===== src/rtl/spi_pkg.sv =====
// Shared types for the SPI slave transmitter.
// Mode encoding, FSM states and the edge-select helper.
package spi_pkg;

  typedef enum logic [1:0] {
    MODE0 = 2'b00,
    MODE1 = 2'b01,
    MODE2 = 2'b10,
    MODE3 = 2'b11
  } spi_mode_e;

  typedef enum logic {
    IDLE   = 1'b0,
    ACTIVE = 1'b1
  } spi_state_e;

  function automatic spi_mode_e spi_mode(
    input logic cpol,
    input logic cpha
  );
    return spi_mode_e'({cpol, cpha});
  endfunction

  function automatic logic sel_edge(
    input logic use_trail,
    input logic lead,
    input logic trail
  );
    return use_trail ? trail : lead;
  endfunction

endpackage


===== src/rtl/spi_slave_tx_if.sv =====
// Fabric-side word stream into the SPI transmitter.
// The producer drives data/valid; the transmitter returns ready and level.
interface spi_slave_tx_if #(
  parameter int unsigned DATA_W     = 8,
  parameter int unsigned FIFO_DEPTH = 4
);
  localparam int unsigned LW = $clog2(FIFO_DEPTH) + 1;

  logic [DATA_W-1:0] tx_data;
  logic              tx_valid;
  logic              tx_ready;
  logic [LW-1:0]     fifo_level;

  modport master (
    output tx_data,
    output tx_valid,
    input  tx_ready,
    input  fifo_level
  );

  modport slave (
    input  tx_data,
    input  tx_valid,
    output tx_ready,
    output fifo_level
  );

endinterface


===== src/rtl/spi_tx_fifo.sv =====
// Synchronous TX FIFO; push and pop in one cycle are both honoured.
// Head word is always visible on rdata; no write-to-read bypass.
module spi_tx_fifo #(
  parameter int unsigned DATA_W     = 8,
  parameter int unsigned FIFO_DEPTH = 4,
  localparam int unsigned AW = $clog2(FIFO_DEPTH),
  localparam int unsigned LW = AW + 1
) (
  input  logic              clk,
  input  logic              rst_n,
  input  logic              push,
  input  logic [DATA_W-1:0] wdata,
  input  logic              pop,
  output logic [DATA_W-1:0] rdata,
  output logic              full,
  output logic              empty,
  output logic [LW-1:0]     level
);

  logic [DATA_W-1:0] mem [FIFO_DEPTH];
  logic [AW-1:0]     wp;
  logic [AW-1:0]     rp;

  assign full  = (level == LW'(FIFO_DEPTH));
  assign empty = (level == '0);
  assign rdata = mem[rp];

  always_ff @(posedge clk) begin
    if (push) begin
      mem[wp] <= wdata;
    end
  end

  always_ff @(posedge clk or negedge rst_n) begin
    if (!rst_n) begin
      wp    <= '0;
      rp    <= '0;
      level <= '0;
    end else begin
      if (push) begin
        wp <= wp + 1'b1;
      end
      if (pop) begin
        rp <= rp + 1'b1;
      end
      unique case ({push, pop})
        2'b10:   level <= level + 1'b1;
        2'b01:   level <= level - 1'b1;
        default: level <= level;
      endcase
    end
  end

endmodule


===== src/rtl/spi_slave_tx.sv =====
// SPI slave transmitter: FIFO-buffered words shifted out on MISO.
// SCK/SSEL are oversampled in the clk domain; all four SPI modes.
module spi_slave_tx
  import spi_pkg::*;
#(
  parameter int unsigned DATA_W     = 8,
  parameter int unsigned FIFO_DEPTH = 4,
  parameter bit          CPOL       = 1'b0,
  parameter bit          CPHA       = 1'b0,
  parameter bit          MSB_FIRST  = 1'b1,
  parameter bit          FILL_BIT   = 1'b1
) (
  input  logic               clk,
  input  logic               rst_n,
  input  logic               SCK,
  input  logic               SSEL,
  output logic               MISO,
  input  logic               enable,
  spi_slave_tx_if.slave      tx,
  output logic               word_sent,
  output logic               underflow,
  output logic               aborted
);

  localparam int unsigned CW = $clog2(DATA_W);
  localparam int unsigned LW = $clog2(FIFO_DEPTH) + 1;
  localparam spi_mode_e   MODE = spi_mode(CPOL, CPHA);
  localparam logic        PHA = (MODE == MODE1) || (MODE == MODE3);
  localparam logic [DATA_W-1:0] FILL_W = {DATA_W{FILL_BIT}};

  logic [2:0]        sck_q;
  logic [2:0]        ssel_q;
  logic              sck_lead;
  logic              sck_trail;
  logic              ssel_fall;
  logic              ssel_rise;

  spi_state_e        state;
  spi_state_e        state_n;
  logic              start;
  logic              run;
  logic              stop;
  logic              sample;
  logic              launch;
  logic              load;
  logic              shift;
  logic              wrap;
  logic              abort;

  logic [CW-1:0]     cnt;
  logic [DATA_W-1:0] sr;
  logic [DATA_W-1:0] sr_shifted;

  logic              push;
  logic              pop;
  logic [DATA_W-1:0] head;
  logic              full;
  logic              empty;
  logic [LW-1:0]     level;

  always_ff @(posedge clk or negedge rst_n) begin
    if (!rst_n) begin
      sck_q  <= {3{CPOL}};
      ssel_q <= 3'b111;
    end else begin
      sck_q  <= {sck_q[1:0], SCK};
      ssel_q <= {ssel_q[1:0], SSEL};
    end
  end

  assign sck_lead  = (sck_q[1] != CPOL) && (sck_q[2] == CPOL);
  assign sck_trail = (sck_q[1] == CPOL) && (sck_q[2] != CPOL);
  assign ssel_fall = !ssel_q[1] && ssel_q[2];
  assign ssel_rise = ssel_q[1] && !ssel_q[2];

  always_ff @(posedge clk or negedge rst_n) begin
    if (!rst_n) begin
      state <= IDLE;
    end else begin
      state <= state_n;
    end
  end

  always_comb begin
    state_n = state;
    unique case (state)
      IDLE:   if (ssel_fall && enable) state_n = ACTIVE;
      ACTIVE: if (ssel_rise || !enable) state_n = IDLE;
      default: state_n = IDLE;
    endcase
  end

  // Edges count only while staying active; a frame start is
  // itself a launch event for the CPHA=0 modes.
  assign start  = (state == IDLE) && (state_n == ACTIVE);
  assign run    = (state == ACTIVE) && (state_n == ACTIVE);
  assign stop   = (state == ACTIVE) && (state_n == IDLE);
  assign sample = run && sel_edge(PHA, sck_lead, sck_trail);
  assign launch = PHA ? (run && sck_lead)
                      : (start || (run && sck_trail));
  assign load   = launch && (cnt == '0);
  assign shift  = launch && (cnt != '0);
  assign wrap   = sample && (cnt == CW'(DATA_W - 1));
  assign abort  = stop && (cnt != '0);

  assign sr_shifted = MSB_FIRST ? {sr[DATA_W-2:0], FILL_BIT}
                                : {FILL_BIT, sr[DATA_W-1:1]};

  always_ff @(posedge clk or negedge rst_n) begin
    if (!rst_n) begin
      cnt       <= '0;
      sr        <= FILL_W;
      word_sent <= 1'b0;
      underflow <= 1'b0;
      aborted   <= 1'b0;
    end else begin
      word_sent <= wrap;
      underflow <= load && empty;
      aborted   <= abort;
      if (abort || wrap) begin
        cnt <= '0;
      end else if (sample) begin
        cnt <= cnt + 1'b1;
      end
      unique case (1'b1)
        load:    sr <= empty ? FILL_W : head;
        shift:   sr <= sr_shifted;
        default: sr <= sr;
      endcase
    end
  end

  assign MISO = MSB_FIRST ? sr[DATA_W-1] : sr[0];

  assign push = tx.tx_valid && !full;
  assign pop  = load && !empty;

  spi_tx_fifo #(
    .DATA_W     (DATA_W),
    .FIFO_DEPTH (FIFO_DEPTH)
  ) u_fifo (
    .clk   (clk),
    .rst_n (rst_n),
    .push  (push),
    .wdata (tx.tx_data),
    .pop   (pop),
    .rdata (head),
    .full  (full),
    .empty (empty),
    .level (level)
  );

  assign tx.tx_ready   = !full;
  assign tx.fifo_level = level;

endmodule


===== src/flat_wrapper.sv =====
// flat-port wrapper written by rule: the top's interface ports become plain ports
module spi_slave_tx_flat import spi_pkg::*;
#(
  parameter int unsigned DATA_W     = 8,
  parameter int unsigned FIFO_DEPTH = 4,
  parameter bit          CPOL       = 1'b0,
  parameter bit          CPHA       = 1'b0,
  parameter bit          MSB_FIRST  = 1'b1,
  parameter bit          FILL_BIT   = 1'b1
)
  (clk, rst_n, SCK, SSEL, MISO, enable, word_sent, underflow, aborted, tx_tx_data, tx_tx_valid, tx_tx_ready, tx_fifo_level);
  spi_slave_tx_if #(.DATA_W(DATA_W), .FIFO_DEPTH(FIFO_DEPTH)) tx_i ();
  input  logic clk;
  input  logic rst_n;
  input  logic SCK;
  input  logic SSEL;
  output logic MISO;
  input  logic enable;
  output logic word_sent;
  output logic underflow;
  output logic aborted;
  input wire logic [$bits(tx_i.tx_data)-1:0] tx_tx_data;
  input wire logic [$bits(tx_i.tx_valid)-1:0] tx_tx_valid;
  output wire logic [$bits(tx_i.tx_ready)-1:0] tx_tx_ready;
  output wire logic [$bits(tx_i.fifo_level)-1:0] tx_fifo_level;
  assign tx_i.tx_data = tx_tx_data;
  assign tx_i.tx_valid = tx_tx_valid;
  assign tx_tx_ready = tx_i.tx_ready;
  assign tx_fifo_level = tx_i.fifo_level;
  spi_slave_tx #(.DATA_W(DATA_W), .FIFO_DEPTH(FIFO_DEPTH), .CPOL(CPOL), .CPHA(CPHA), .MSB_FIRST(MSB_FIRST), .FILL_BIT(FILL_BIT)) u_core (.clk(clk), .rst_n(rst_n), .SCK(SCK), .SSEL(SSEL), .MISO(MISO), .enable(enable), .tx(tx_i), .word_sent(word_sent), .underflow(underflow), .aborted(aborted));
endmodule

===== config.mk =====
export PLATFORM = sky130hd
export DESIGN_NAME = spi_slave_tx_flat
export DESIGN_NICKNAME = d
export VERILOG_FILES = /design/src/rtl/spi_pkg.sv /design/src/rtl/spi_slave_tx_if.sv /design/src/rtl/spi_tx_fifo.sv /design/src/rtl/spi_slave_tx.sv /design/src/flat_wrapper.sv
export SDC_FILE = /design/constraint.sdc
export NUM_CORES = 1
export LEC_CHECK = 0
export ABC_AREA = 0
export CORE_ASPECT_RATIO = 0.6
export CORE_MARGIN = 4
export CORE_UTILIZATION = 51
export CTS_CLUSTER_SIZE = 24
export DETAILED_ROUTE_END_ITERATION = 7
export GPL_TIMING_DRIVEN = 0
export MAX_ROUTING_LAYER = met4
export PLACE_DENSITY = 0.75
export SYNTH_ARGS = -nofsm -noshare
export SYNTH_HDL_FRONTEND = slang
export SYNTH_HIERARCHICAL = 1
export SYNTH_SLANG_ARGS = --single-unit

===== constraint.sdc =====
create_clock -name clk -period 2.8 [get_ports clk]
set_clock_uncertainty 0.15 [all_clocks]
set_input_delay 0.84 -clock clk [delete_from_list [all_inputs] [get_ports clk]]
set_output_delay 0.84 -clock clk [all_outputs]
set_load 0.1 [all_outputs]

==> metrics, run 1 <==
Final min period=2710 ps; total I/O pin count=22; Peak VDD IR=1.03 mV; top post-synthesis cells by count=edfxtp_1 (32), dfrtp_1 (17), inv_1 (15), dfstp_2 (11), nor2_1 (9); Crit Path Max Fanout=2; Initial Util=54.4%; crit-path cells=dlygate4sd2_1; worst skew pair latency=330 ps; total CTS buffers=9; Final Hold Fails=0; drt pass-1 iters=4; worst hold path depth=0; depth of the most critical reg-to-reg path=11; Final Cycle Share=96.7%; first-pass GRT wire length=7220 µm; synthesized area=0.00256 mm²; Reg2Reg Capture Point=u_core/u_fifo/level[2]; TritonCTS clock tree=built; area leader, netlist=edfxtp_1; GR Overflow Total=0; top_reg_cell synth=edfxtp_1; setup TNS=0 ps; IO buf count=21; GRT Overall Usage=16.1%; number of global-route vias before repair=1478; final core occ=66.0%; WL per Instance=16.0 µm; Root Driver=clkbuf_8; post-synthesis sequential area ratio=65.4%; r2r setup slk=200 ps; FF+latch count, synth=60; CTS max path bufs=2; P_leak=0.00129 µW; post-DP HPWL=3000 µm; Critical Path Slowest Stage Cell=dlygate4sd2_1; Final nets=221; Final ANT Viol Nets=0; status=complete, no violations; die area=0.00625 mm²; unrepaired setup endpoints after global routing=false; share of layout cells above drive strength 1=29.1%; CP max stage delay=850 ps; max-cap viol count=0; initial antenna violation count=0; Post-synth ARST share=46.7%; RR Startpoint=u_core/cnt[0]; final wirelength=4260 µm; synthesis-to-layout area growth=21.3%; num rows=19; Worst Hold Class=flip-flop to flip-flop; Die Y=62.9 µm; top cells by area, synth=edfxtp_1 (38%), dfrtp_1 (17%), dfstp_2 (11%), mux4_2 (7.0%), ha_1 (3.9%); Max Fclk=369 MHz; pin count of the biggest net entering global routing=29; filler cell count=330; setup ws final=91.5 ps; TritonCTS Sinks=60; Worst setup EP type=output port; CP Class=flip-flop to output port; Worst EP required=1810 ps; top-count cell post-synth=edfxtp_1; DR iter-0 viols=93; worst-margin pin slew=1170 ps; Ys Warns=6; vias per cell=5.35; Syn Nets=188; pwr/cell area=1070 mW/mm²; worst rel slew slack=21.5%; vias=1424; post-synth cell types=31; DRC=0; post-synth top area share=37.5%; Critical Path AT=1720 ps; pre-CTS WS=-739 ps; Post-Syn Instances=165; Diodes inserted=0; CP Launch Type=flip-flop; Power Total=3320 µW; H-tree depth=3; Post-synth EDFFs=32; CP top delay family=buffers and inverters; Clk pin slew, worst setup/hold paths=70 ps; syn avg cell area=15.5 µm²; WP buf/inv=1; Hold Crit Start=u_core/ssel_q[0]; worst hold endpoint=u_core/ssel_q[1]; core area=0.00471 mm²; Final Max Tran Viols=0; die extent in x=99.5 µm; GPL Wtd Cong=0.816; Setup Viol. Count Final=0
==> kinds of logic after synthesis <==
group	share of synthesized area, %
AO/OA/AOI/OAI	3.18
XOR/XNOR	2.05
adder cells (fa/ha/maj)	4.69
buffers and inverters	3.18
flip-flops	65.4
multiplexers	12.0
AND/OR/NAND/NOR	9.48
==> routing by layer <==
metal	wire length, µm	GRT usage (%)	vias to the layer above
met2	2010	22.5	38
met4	46	5.62	0
li1	-	-	659
met5	0	-	-
met3	270	7.13	4
met1	1930	21.0	723
==> timing repair <==
action,CTS,global route
hold buffers,0,0
resized for setup,10,8
pin swaps,1,0
buffers inserted,1,0
endpoints found under the setup margin,8,3
==> flip-flops by register name, summed over array words and instances, names as in the netlist, 2 cells and up <==
| name | cells |
|---|---|
| u_core/sr | 8 |
| u_core/cnt | 3 |
| u_core/sck_q | 3 |
| u_core/ssel_q | 3 |
| u_core/u_fifo/level | 3 |
| u_core/u_fifo/rp | 2 |
| u_core/u_fifo/wp | 2 |
| u_core/u_fifo/mem | 32 |
==> report_power, final <==
group | internal, µW | switching [µW] | total [µW]
Combinational | 445 | 727 | 1170
Sequential | 1210 | 96.8 | 1300
Clock | 505 | 344 | 848
==> through the flow <==
| step | cells | hold slack, ps | cell area [µm²] |
|---|---|---|---|
| 2_1_floorplan | 165 | 181 | 2560 |
| 3_3_place_gp | 249 | 184 | 2850 |
| 3_5_place_dp | 249 | 199 | 2850 |
| 4_1_cts | 266 | 208 | 3080 |
| 5_1_grt | 266 | 214 | 3110 |
| 6_report | 266 | 208 | 3110 |
==> layout by cell type (no fill, tap or decap), drive strengths merged, types with 5 or more instances in the layout <==
master          n
and2            6
clkbuf         10
clkdlybuf4s50  12
dfrtp          17
dfstp          11
dlygate4sd2     6
edfxtp         32
ha              8
inv            16
mux2            5
mux2i           7
mux4            8
nand2           6
nor2            9
o21ai           6
==> final cells by class <==
type / count / area [µm²] / area share, %
multi-input combinational: 86 / 825 / 26.6
inverter: 15 / 56.3 / 1.81
clock inverter: 7 / 98.8 / 3.18
buffer: 4 / 27.5 / 0.886
sequential: 60 / 1680 / 54.1
timing repair buffer: 22 / 216 / 6.97
clock buffer: 9 / 124 / 3.99
tap: 63 / 78.8 / 2.54
==> worst max-delay path by stage <==
| stage | cells after the start | start | endpoint |
|---|---|---|---|
| after CTS | 1 | u_core/aborted | aborted |
| after detailed placement | 9 | enable | u_core/u_fifo/level[2] |
| after global routing | 1 | u_core/sr[7] | MISO |
| after floorplan | 9 | u_core/ssel_q[2] | u_core/u_fifo/level[2] |
| after global placement | 9 | enable | u_core/u_fifo/level[2] |
| final | 1 | u_core/sr[7] | MISO |
(Power assumes the default switching activity.)
==> run 2, diff against run 1 <==
Settings changed: MAX_ROUTING_LAYER met4 to unset.
Clock period 2.8 ns to 2.39 ns, I/O delays scaled along.
==> metrics, run 2 (synthesized netlist as in run 1, its figures left out) <==
status=finished, violations left; violated checks=negative setup slack; pwr/cell area=1260 mW/mm² (+18%); GPL Wtd Cong=0.846 (+3.7%); CP Launch Type=flip-flop; Final nets=226 (+2.3%); CP top delay family=simple AND/OR/NAND/NOR gates; worst skew pair latency=340 ps (about the same); max-cap viol count=0 (unchanged); internal power of the cells=2590 µW (+20%); Final ANT Viol Nets=0 (unchanged); Final Hold Fails=0 (unchanged); Largest register FFs=32 (unchanged); Peak VDD IR=1.19 mV (+16%); most frequent cells in the layout=edfxtp_1 (32), dfrtp_1 (14), inv_1 (12); Die Y=62.9 µm (unchanged); RR Startpoint=u_core/ssel_q[2]; Critical Path Slowest Stage Cell=dfstp_2; Hold Crit Start=u_core/ssel_q[0]; Diodes inserted=0 (unchanged); Clk pin slew, worst setup/hold paths=70 ps (about the same); Power Total=3990 µW (+20%); Final Cycle Share=102%; die extent in x=99.5 µm (unchanged); Final Max Tran Viols=0 (unchanged); Initial Util=54.4% (unchanged); die area=0.00625 mm² (unchanged); IO buf count=21 (unchanged); Comb pwr share=36.8% (+1.5 points); biggest regs=u_core/u_fifo/mem: 32 flops, u_core/sr: 8 flops; hold_ws=206 ps (-1.95 ps); crit-path most repeated cell=xor2_1; first-pass GRT wire length=7960 µm (+10%); WP buf/inv=1 (unchanged); switching part of the total power=35.1% (-0.089 points); filler cell count=333 (+0.91%); vias per cell=5.43 (+1.4%); setup ws final=-43.9 ps (-135 ps); GR Overflow Total=0 (unchanged); DR iter-0 viols=61 (-34%); Worst setup EP type=flip-flop; TritonCTS Sinks=60 (unchanged); final wirelength=4690 µm (+10%); cts hold-fix bufs=0 (unchanged); DRC=0 (unchanged); worst-margin pin slew=946 ps (-227 ps); CP max stage delay=580 ps (-270 ps); TritonCTS clock tree=built; worst rel slew slack=37.2% (+16 points); Root Driver=clkbuf_8; Worst Hold Class=flip-flop to flip-flop; Clock Power Share=24.4% (-1.1 points); Setup Viol. Count Final=1 (+1); sequential power share=38.8% (-0.4 points); CTS max path bufs=2 (unchanged); vias=1471 (+3.3%); Critical Path Source=u_core/ssel_q[2]; CP Class=flip-flop to flip-flop; crit-path cells=and4b_4, o31ai_4, nor3b_4, ha_2, inv_2, fa_2, xor2_1, nor2_1, xor2_1; initial antenna violation count=0 (unchanged); drt pass-1 iters=4 (unchanged); post-DP HPWL=3140 µm (+4.5%); Psw=1400 µW (+20%); commonest non-fill, non-tap cell in the layout=edfxtp_1; Crit Path Max Fanout=5 (+3); WL per Instance=17.3 µm (+8.1%); H-tree depth=3 (unchanged); num rows=19 (unchanged); register with the most flip-flops=u_core/u_fifo/mem; core area=0.00471 mm² (unchanged); Critical Path AT=2540 ps (+820 ps); Final min period=2430 ps; total CTS buffers=9 (unchanged); GRT Overall Usage=17.3% (+1.2 points); number of global-route vias before repair=1612 (+9.1%); Worst EP required=2490 ps (+680 ps); unrepaired setup endpoints after global routing=true; synthesis-to-layout area growth=23.4%; P_leak=0.00128 µW (-0.26%); pin count of the biggest net entering global routing=29 (unchanged); total I/O pin count=22 (unchanged); share of layout cells above drive strength 1=37.5% (+8.4 points); Max Fclk=411 MHz
run 2: area by class of cell:
cell class / instances / area [µm²] / share of cell area, %
plain buffers: 4 / 28.8 / 0.911
clock buffers: 9 / 124 / 3.92
clock inverters: 7 / 91.3 / 2.89
inverters: 15 / 56.3 / 1.78
multi-input cells: 86 / 853 / 27.0
flip-flops and latches: 60 / 1680 / 53.3
well taps: 63 / 78.8 / 2.50
repair buffers: 27 / 241 / 7.65
run 2: timing repair:
item / CTS / global route
setup endpoints to repair: 10 / 6
setup buffers: 5 / 1
pin swaps: 5 / 5
gates resized for setup: 31 / 12
run 2: per-layer routing:
| metal | wire length, µm | GRT usage [%] |
|---|---|---|
| met1 | 2000 | 20.5 |
| met2 | 2340 | 27.7 |
| met3 | 267 | 8.25 |
| met4 | 90 | 5.79 |
| met5 | 0 | 0 |
run 2: path summary, 6_finish.rpt:
check	to	slack [ps]	cells past startpoint
min in group asynchronous	u_core/cnt[2]	240	1
hold reg to reg	u_core/ssel_q[1]	210	0
setup reg to reg	u_core/u_fifo/level[2]	-40	9
setup / recovery	u_core/u_fifo/level[2]	-40	9
hold / removal	u_core/ssel_q[1]	210	0
max in group asynchronous	u_core/u_fifo/level[1]	1400	1
run 2: metrics by stage:
stage / setup WS (ps) / utilization (%) / instances / instance area [µm²] / TNS (ps)
6_report: -43.9 / 67.1 / 271 / 3160 / -43.9
4_1_cts: -148 / 67.2 / 270 / 3160 / -177
2_1_floorplan: -73.8 / - / 165 / 2580 / -73.8
3_5_place_dp: -904 / 60.9 / 249 / 2870 / -8300
3_3_place_gp: -792 / 60.9 / 249 / 2870 / -6090
5_1_grt: -120 / 67.1 / 271 / 3160 / -120
run 2: power groups by stage:
stage | Clock (µW) | Combinational (µW) | Sequential, µW
CTS | 991 | 1470 | 1550
global placement | 0 | 1330 | 1540
floorplan | 0 | 795 | 1800
detailed placement | 0 | 1390 | 1560
finish | 973 | 1470 | 1550
global route | 1060 | 1600 | 1580
==> run 3, diff against run 2 <==
Settings changed: CORE_MARGIN 4 to unset.
==> metrics, run 3 (synthesized netlist as in run 1, its figures left out) <==
status=complete, no violations; TritonCTS Sinks=60 (unchanged); share of layout cells above drive strength 1=35.2% (-2.3 points); Final Hold Fails=0 (unchanged); num rows=19 (unchanged); Clk pin slew, worst setup/hold paths=50 ps (-20 ps); Initial Util=54.4% (unchanged); biggest regs=u_core/u_fifo/mem: 32 flops, u_core/sr: 8 flops; core area=0.00471 mm² (unchanged); worst-margin pin slew=944 ps (-2.21 ps); total I/O pin count=22 (unchanged); final core occ=66.7% (-0.37 points); pwr/cell area=1200 mW/mm² (-4.9%); WL per Instance=16.3 µm (-5.8%); Critical Path AT=2450 ps (-90 ps); Final Cycle Share=99.1% (-2.7 points); IO buf count=21 (unchanged); H-tree depth=3 (unchanged); CP Class=flip-flop to flip-flop; Worst EP required=2470 ps (-20 ps); Setup Viol. Count Final=0 (-1); Worst Hold Class=flip-flop to flip-flop; Final ANT Viol Nets=0 (unchanged); CP top delay family=simple AND/OR/NAND/NOR gates; crit-path most repeated cell=xor2_1; setup ws final=20.4 ps (+64.3 ps); RR Startpoint=u_core/ssel_q[2]; most frequent cells in the layout=edfxtp_1 (32), dfrtp_1 (14), inv_1 (12); initial antenna violation count=0 (unchanged); post-DP HPWL=3030 µm (-3.6%); worst hold path depth=0 (unchanged); unrepaired setup endpoints after global routing=true; synthesis-to-layout area growth=22.7%; CTS max path bufs=2 (unchanged); Hold Crit Start=u_core/sck_q[0]; GRT Overall Usage=19.6% (+2.3 points); number of global-route vias before repair=1564 (-3.0%); Critical Path Slowest Stage Cell=dfstp_2; die extent in x=93.5 µm (-6.0%); DR iter-0 viols=74 (+21%); drt pass-1 iters=4 (unchanged); Crit Path Max Fanout=3 (-2); final wirelength=4450 µm (-5.1%); CP Launch Type=flip-flop; GR Overflow Total=0 (unchanged); Worst setup EP type=flip-flop; commonest non-fill, non-tap cell in the layout=edfxtp_1; CP max stage delay=540 ps (-40 ps); crit-path cells=and4b_4, o31ai_4, nor3b_4, ha_2, inv_2, fa_2, xor2_1, nor2_1, xor2_1; worst rel slew slack=37.3% (+0.15 points); worst hold endpoint=u_core/sck_q[1]; Peak VDD IR=1.28 mV (+7.5%); P_leak=0.00127 µW (-0.91%); Reg2Reg Capture Point=u_core/u_fifo/level[2]; worst skew pair latency=320 ps (-20 ps); DRC=0 (unchanged); filler cell count=341 (+2.4%); max-cap viol count=0 (unchanged); Final nets=228 (+0.88%); TritonCTS clock tree=built; depth of the most critical reg-to-reg path=9 (unchanged); die area=0.00532 mm² (-15%); first-pass GRT wire length=7330 µm (-7.8%); Die Y=56.9 µm (-9.5%); WP buf/inv=1 (unchanged); r2r setup slk=20 ps (+60 ps); Final Max Tran Viols=0 (unchanged); vias per cell=5.30 (-2.4%); vias=1446 (-1.7%); Max Fclk=422 MHz (+2.7%); register with the most flip-flops=u_core/u_fifo/mem; Largest register FFs=32 (unchanged); pre-CTS WS=-905 ps (-1.07 ps); pin count of the biggest net entering global routing=29 (unchanged); Root Driver=clkbuf_8; total CTS buffers=9 (unchanged); Final min period=2370 ps (-64.3 ps); Diodes inserted=0 (unchanged); GPL Wtd Cong=0.733 (-13%)
[run 3: changes by cell type in the layout (fill, tap and decap cells not counted), moves of 2 or more]
cell	delta
clkdlybuf4s15_1	+3
clkinv_2	-2
buf_4	+2
clkbuf_8	+2
clkbuf_1	+3
bufinv_16	-2
[run 3: final cells by class]
type                    count  area, µm²  area share (%)
plain buffers               3       21.3           0.677
inverters                  15       56.3            1.79
repair buffers             30        275            8.76
clock inverters             2       8.76           0.279
well taps                  63       78.8            2.51
clock buffers              14        163            5.18
multi-input cells          86        853            27.2
flip-flops and latches     60       1680            53.6
[run 3: power by group]
part	internal (µW)	switching (µW)	total, µW
logic	583	883	1470
registers	1420	121	1540
clock network	429	332	761
[run 3: through the flow]
step	area, µm²	hold slack [ps]	total power, µW	instances	TNS (ps)
2_1_floorplan	2580	181	2590	165	-73.8
4_1_cts	3140	202	3810	272	-145
6_report	3140	199	3770	273	0
5_1_grt	3140	217	3980	273	-93.5
3_5_place_dp	2870	189	2950	249	-8600
3_3_place_gp	2870	184	2860	249	-6030
[run 3: how the worst max path moves through the flow]
stage | depth (start not counted) | to | slack [ps] | start
3_3_place_gp | 9 | u_core/u_fifo/level[2] | -790 | enable
4_1_cts | 4 | tx_tx_ready | -140 | u_core/u_fifo/level[1]
2_1_floorplan | 11 | u_core/u_fifo/level[2] | -70 | u_core/cnt[0]
5_1_grt | 9 | u_core/u_fifo/level[2] | -80 | u_core/ssel_q[2]
3_5_place_dp | 9 | u_core/u_fifo/level[2] | -910 | enable
6_report | 9 | u_core/u_fifo/level[2] | 20 | u_core/ssel_q[2]
[run 3: repair_timing]
action,4_1_cts,5_1_grt
pin swaps,5,2
setup buffers,7,2
setup endpoints to repair,10,6
hold buffers,0,0
gates cloned,0,0
resized for setup,31,11
[run 3: routing by layer]
metal  part of all wire (%)  global-route usage, %
met2                     50                   31.0
met4                    1.4                   8.35
met5                      0                      0
met3                    3.8                   7.05
met1                     45                   24.6
